===== src/rtl/recv_pkg.sv =====
// Shared definitions for the receive-side match table.
//   - default packet and source-id widths
//   - the packet header codes
//   - the controller FSM state type
package recv_pkg;

    localparam int PKT_W_DEF = 128;
    localparam int SRC_W_DEF = 2;

    localparam logic [4:0] HDR_EAGER = 5'b10000;
    localparam logic [4:0] HDR_RTS   = 5'b10001;
    localparam logic [4:0] HDR_CTS   = 5'b01110;
    localparam logic [4:0] HDR_DATA  = 5'b11000;

    // IDLE is encoded as zero, so a reset leaves the debug state output at zero.
    typedef enum logic [1:0] {
        ST_IDLE = 2'd0,
        ST_WR   = 2'd1,
        ST_RD   = 2'd2,
        ST_RSP  = 2'd3
    } state_t;

endpackage


===== src/rtl/match_table_ctrl_rr_arb2.sv =====
// Two-requester round-robin arbiter for the match table controller.
// Ports:
//   clk, rst       : clock, asynchronous active-high reset
//   i_req_net      : network store is eligible this cycle
//   i_req_fnd      : finder lookup is eligible this cycle
//   o_gnt_net      : network store granted (combinational)
//   o_gnt_fnd      : finder lookup granted (combinational)
// A lone requester always wins. When both request, the one that did not win
// last time wins. Out of reset the network side has priority.
module rr_arb2 (
    input  logic clk,
    input  logic rst,
    input  logic i_req_net,
    input  logic i_req_fnd,
    output logic o_gnt_net,
    output logic o_gnt_fnd
);

    // 1: net wins a tie next time, 0: finder wins a tie next time.
    logic r_prio_net;

    always_comb begin
        o_gnt_net = i_req_net & (~i_req_fnd | r_prio_net);
        o_gnt_fnd = i_req_fnd & ~o_gnt_net;
    end

    // Requests already include valid and IDLE, so a grant is a handshake.
    always_ff @(posedge clk or posedge rst) begin
        if (rst) begin
            r_prio_net <= 1'b1;
        end else if (o_gnt_net) begin
            r_prio_net <= 1'b0;
        end else if (o_gnt_fnd) begin
            r_prio_net <= 1'b1;
        end
    end

endmodule


===== src/rtl/match_table_ctrl.sv =====
// Match table controller: stores one eager/RTS packet per source in an
// external table RAM and serves finder lookups that consume the stored entry.
// Ports:
//   nios_clk, reset          : clock (rising edge), asynchronous active-high reset
//   net_valid/src/packet     : network store request; net_ready accepts it
//   fnd_valid/src            : finder lookup request; fnd_ready accepts it
//   fnd_rsp_valid/hit/packet : one-cycle lookup response (packet zero on a miss)
//   tbl_we/re/addr/wdata     : external table RAM port
//   tbl_rdata                : RAM read data, valid the cycle after tbl_re
//   occupancy                : per-source valid bits
//   dbg_state                : current FSM state, for observation only
// Handshake: a request is taken in the cycle where its valid and ready are
// both high. Ready is combinational, only ever high in IDLE, and only for the
// arbitration winner; a network request targeting an occupied slot is not
// eligible and waits, with ready low, until a finder hit frees the slot.
module match_table_ctrl
    import recv_pkg::*;
#(
    parameter int PKT_W = PKT_W_DEF,
    parameter int SRC_W = SRC_W_DEF
) (
    input  logic                  nios_clk,
    input  logic                  reset,
    input  logic                  net_valid,
    input  logic [SRC_W-1:0]      net_src,
    input  logic [PKT_W-1:0]      net_packet,
    output logic                  net_ready,
    input  logic                  fnd_valid,
    input  logic [SRC_W-1:0]      fnd_src,
    output logic                  fnd_ready,
    output logic                  fnd_rsp_valid,
    output logic                  fnd_rsp_hit,
    output logic [PKT_W-1:0]      fnd_rsp_packet,
    output logic                  tbl_we,
    output logic                  tbl_re,
    output logic [SRC_W-1:0]      tbl_addr,
    output logic [PKT_W-1:0]      tbl_wdata,
    input  logic [PKT_W-1:0]      tbl_rdata,
    output logic [(2**SRC_W)-1:0] occupancy,
    output logic [1:0]            dbg_state
);

    localparam int NSRC = 2 ** SRC_W;

    state_t           r_state;
    state_t           w_state_nxt;
    logic [NSRC-1:0]  r_valid;
    logic [SRC_W-1:0] r_src;
    logic [PKT_W-1:0] r_pkt;
    logic             r_hit;

    logic w_in_idle;
    logic w_req_net;
    logic w_req_fnd;
    logic w_gnt_net;
    logic w_gnt_fnd;

    assign w_in_idle = (r_state == ST_IDLE);
    assign w_req_net = w_in_idle & net_valid & ~r_valid[net_src];
    assign w_req_fnd = w_in_idle & fnd_valid;

    rr_arb2 u_arb (
        .clk       (nios_clk),
        .rst       (reset),
        .i_req_net (w_req_net),
        .i_req_fnd (w_req_fnd),
        .o_gnt_net (w_gnt_net),
        .o_gnt_fnd (w_gnt_fnd)
    );

    // Readies are masked while reset is held so every output is zero in reset.
    assign net_ready = w_gnt_net & ~reset;
    assign fnd_ready = w_gnt_fnd & ~reset;
    assign occupancy = r_valid;
    assign dbg_state = r_state;

    always_ff @(posedge nios_clk or posedge reset) begin
        if (reset) begin
            r_state <= ST_IDLE;
            r_valid <= '0;
            r_src   <= '0;
            r_pkt   <= '0;
            r_hit   <= 1'b0;
        end else begin
            r_state <= w_state_nxt;
            if (w_gnt_net) begin
                r_src <= net_src;
                r_pkt <= net_packet;
            end else if (w_gnt_fnd) begin
                r_src <= fnd_src;
                r_hit <= r_valid[fnd_src];
            end
            if (r_state == ST_WR) begin
                r_valid[r_src] <= 1'b1;
            end
            // A hit consumes the entry as the response goes out.
            if ((r_state == ST_RSP) && r_hit) begin
                r_valid[r_src] <= 1'b0;
            end
        end
    end

    always_comb begin
        w_state_nxt    = r_state;
        tbl_we         = 1'b0;
        tbl_re         = 1'b0;
        tbl_addr       = '0;
        tbl_wdata      = '0;
        fnd_rsp_valid  = 1'b0;
        fnd_rsp_hit    = 1'b0;
        fnd_rsp_packet = '0;
        case (r_state)
            ST_IDLE: begin
                if (w_gnt_net) begin
                    w_state_nxt = ST_WR;
                end else if (w_gnt_fnd) begin
                    // A miss skips the RAM entirely and answers next cycle.
                    w_state_nxt = r_valid[fnd_src] ? ST_RD : ST_RSP;
                end
            end
            ST_WR: begin
                tbl_we      = 1'b1;
                tbl_addr    = r_src;
                tbl_wdata   = r_pkt;
                w_state_nxt = ST_IDLE;
            end
            ST_RD: begin
                tbl_re      = 1'b1;
                tbl_addr    = r_src;
                w_state_nxt = ST_RSP;
            end
            ST_RSP: begin
                fnd_rsp_valid  = 1'b1;
                fnd_rsp_hit    = r_hit;
                fnd_rsp_packet = r_hit ? tbl_rdata : '0;
                w_state_nxt    = ST_IDLE;
            end
            default: begin
                w_state_nxt = ST_IDLE;
            end
        endcase
    end

endmodule


===== config.mk =====
export PLATFORM = sky130hd
export DESIGN_NAME = match_table_ctrl
export DESIGN_NICKNAME = d
export VERILOG_FILES = /design/src/rtl/recv_pkg.sv /design/src/rtl/match_table_ctrl_rr_arb2.sv /design/src/rtl/match_table_ctrl.sv
export SDC_FILE = /design/constraint.sdc
export NUM_CORES = 1
export LEC_CHECK = 0
export BUFFER_PORTS_ARGS = -buffer_cell sky130_fd_sc_hd__buf_4
export CAP_MARGIN = 20
export CELL_PAD_IN_SITES_DETAIL_PLACEMENT = 1
export CELL_PAD_IN_SITES_GLOBAL_PLACEMENT = 1
export CORE_AREA = 10 10 200 202
export CTS_CLUSTER_SIZE = 12
export DETAILED_ROUTE_END_ITERATION = 16
export DIE_AREA = 0 0 210 212
export GPL_ROUTABILITY_DRIVEN = 0
export PLACE_DENSITY_LB_ADDON = 0.1
export SLEW_MARGIN = 20
export SYNTH_ARGS = -nofsm -noshare
export SYNTH_HDL_FRONTEND = slang
export SYNTH_SLANG_ARGS = --single-unit

===== constraint.sdc =====
create_clock -name nios_clk -period 13.55 [get_ports nios_clk]
set_clock_uncertainty 0.15 [all_clocks]
set_input_delay 2.71 -clock nios_clk [delete_from_list [all_inputs] [get_ports nios_clk]]
set_output_delay 2.71 -clock nios_clk [all_outputs]
set_load 0.02 [all_outputs]

==> metrics.txt <==
share of cells above drive strength 1 61.63%; Mapped Area approximately 7500 um^2; average cell area after synthesis approximately 12 um^2; Setup Buffers After CTS 0; Max clock buf depth 2; WL final 37.75 mm; Worst path slowest cell and2_4; Worst Path Class, Setup primary input to primary output; cts hold-fix bufs 0; DIE HEIGHT 212 um; crit share post-route around half; Leak about 6.7 nW; area grow syn2layout 64.59%; Port Buffers between 500 and 600; Final ANT Viol Nets 0; DR iter-0 viols 301; reg2reg setup slack 10380 ps; non-filler cells in the finished layout about 1600; CP required 10690 ps; Worst-path clk slew 60 ps; pin count of the biggest net entering global routing 131; # clock sinks roughly 140; startpoint types primary input; Rel. slew slack between 20% and 30%; post-placement cell count approximately 1600; r2r endpoint r_pkt[81]; post-synthesis sequential area ratio between 40% and 50%; first-pass GRT wire length about 53 mm; syn nets approximately 900; Worst setup EP type primary output; power density over the cells 210.2 nW/um^2; GRT overflow 0; WL/cell 23.47 um; Detail Placement HPWL just under 30 mm; Critical Path Source net_src[0]; most used cell, CP buf_4; CTS tree yes; Peak Freq between 100 and 150 MHz; Post-synth ARST share 100.0%; Pre-antenna DRT Iters 4; Min Clock Period, post-route 7019 ps; Setup Viol. Count Final 0; Slew Limit Fails 0; post-synth cell types 27; Global Route Usage Sum around 16%; vias in the first global route just over 7000; ys flop type dfrtp_1; Reg-to-Reg Start dbg_state[0]; Vias ~6800; outcome finished clean; worst hold margin 330.5 ps; antenna violations before repair 2; Die X ~210 um; I/O Pins approximately 530; Hold Fails Final Rpt 0; CP max stage delay 460 ps; CORE AREA 36080 um^2; initial core utilization 20.90%; critical path, cell by cell buf_4, mux2_4, a211oi_4, and2_4, nor3_1, buf_4; Nets 1396; Seq cells post-synth between 100 and 150; peak supply drop 0.08373 mV; top fanout value on the critical path 23; crit path to fnd_ready; Max Cap Viol 0; Arr. time, crit path between 4000 and 5000 ps; Cells after Synth 629; R2R cell count 7; dpl ws around 6500 ps; DRC viols 0; setup TNS 0 ps; Resized Gates After CTS 0; CTS root buffer clkbuf_16; Filler cells about 4000; number of synthesized flops with an enable pin 0; Via-to-Cell Ratio 4.209; row cnt 70; HP Class flop to flop; Num CTS Buffers 17; total die area 44520 um^2; Layout Utilization roughly a third; RSZ-0062 raised after global routing no; Clock Latency Late Sink about 430 ps; Final WS setup 6531 ps; Worst-Margin Slew 1108 ps; number of H-tree levels 4; number of synthesis warnings 0
[cells in the mapped netlist (2+ instances only)]
| library cell | count | area [um^2] |
|---|---|---|
| buf_4 | 5 | 37.54 |
| ha_1 | 4 | 50.05 |
| a21oi_1 | 2 | 10.01 |
| buf_12 | 9 | 180.2 |
| mux2_1 | 7 | 78.83 |
| mux2_2 | 45 | 506.7 |
| nand2_1 | 6 | 22.52 |
| dfrtp_1 | 137 | 3428 |
| and2_1 | 132 | 825.8 |
| and3_1 | 128 | 800.8 |
| nor2_1 | 2 | 7.510 |
| o21ai_0 | 3 | 15.01 |
| mux2_4 | 81 | 1216 |
| a31oi_1 | 8 | 50.05 |
| clkbuf_1 | 43 | 161.4 |
| inv_1 | 6 | 22.52 |
[per-layer routing]
metal,routed length (um),global-route usage [%]
met3,4306,8.804
met2,18210,25.42
met4,284,2.952
met1,14930,18.70
met5,17,0
[critical path: cells and delay by family]
kind / cells / cell delay, ps
compound gates: 1 / 280
buf+inv: 2 / 300
mux: 1 / 300
simple gates: 2 / 560
[per-stage QoR]
step                total power [mW]  area (um^2)
floorplan                      1.590         7543
global placement               2.133        11800
detailed placement             2.140        11800
CTS                            2.663        12410
global route                   2.789        12410
finish                         2.609        12420
[area by class of cell]
class	instances	area [um^2]	share of cell area [%]
Timing Repair Buffer	538	4039	32.53
Multi-Input combinational cell	427	3690	29.72
Sequential cell	138	3458	27.85
Tap cell	468	585.6	4.716
Clock buffer	18	439.2	3.537
Clock inverter	12	173.9	1.401
Inverter	6	27.53	0.2217
Antenna cell	1	2.502	0.02016
[where the power goes]
group          total [mW]  switching [mW]  internal, mW
combinational        1.34           0.665         0.671
sequential          0.775           0.151         0.623
clock               0.499           0.188         0.311
[cell usage in the layout, fill, tap and decap left out, types with 3 or more instances in the layout]
master,n
buf_4,538
dfrtp_1,136
and2_1,131
and3_1,128
mux2_4,81
mux2_2,45
clkbuf_16,17
a31oi_1,8
mux2_1,7
nand2_1,6
inv_1,5
bufinv_16,4
clkinv_2,4
o21ai_0,3
[state kept, by name, summed over array words and instances (netlist names)]
signal            flops
u_arb.r_prio_net      1
r_src                 2
r_pkt               128
r_hit                 1
dbg_state             2
occupancy             4
[logic make-up after synthesis]
kind of cell | count (synthesis) | share of synthesized area, %
AOI/OAI and AO/OA | 17 | 1.576
adders and majority gates | 4 | 0.6635
buffers and inverters | 64 | 5.523
DFF | 138 | 45.80
muxes | 134 | 24.18
and+or+nand+nor | 272 | 22.26
[worst min path at each step]
stage          slack (ps)         to       from  cells past startpoint
2_1_floorplan         300  r_pkt[17]  r_pkt[17]                      1
3_3_place_gp          310  r_pkt[21]  r_pkt[21]                      1
3_5_place_dp          320  r_pkt[19]  r_pkt[19]                      1
4_1_cts               340  r_pkt[19]  r_pkt[19]                      1
5_1_grt               350  r_pkt[17]  r_pkt[17]                      1
6_report              330  r_pkt[21]  r_pkt[21]                      1
Power figures use the tool's default switching activity.
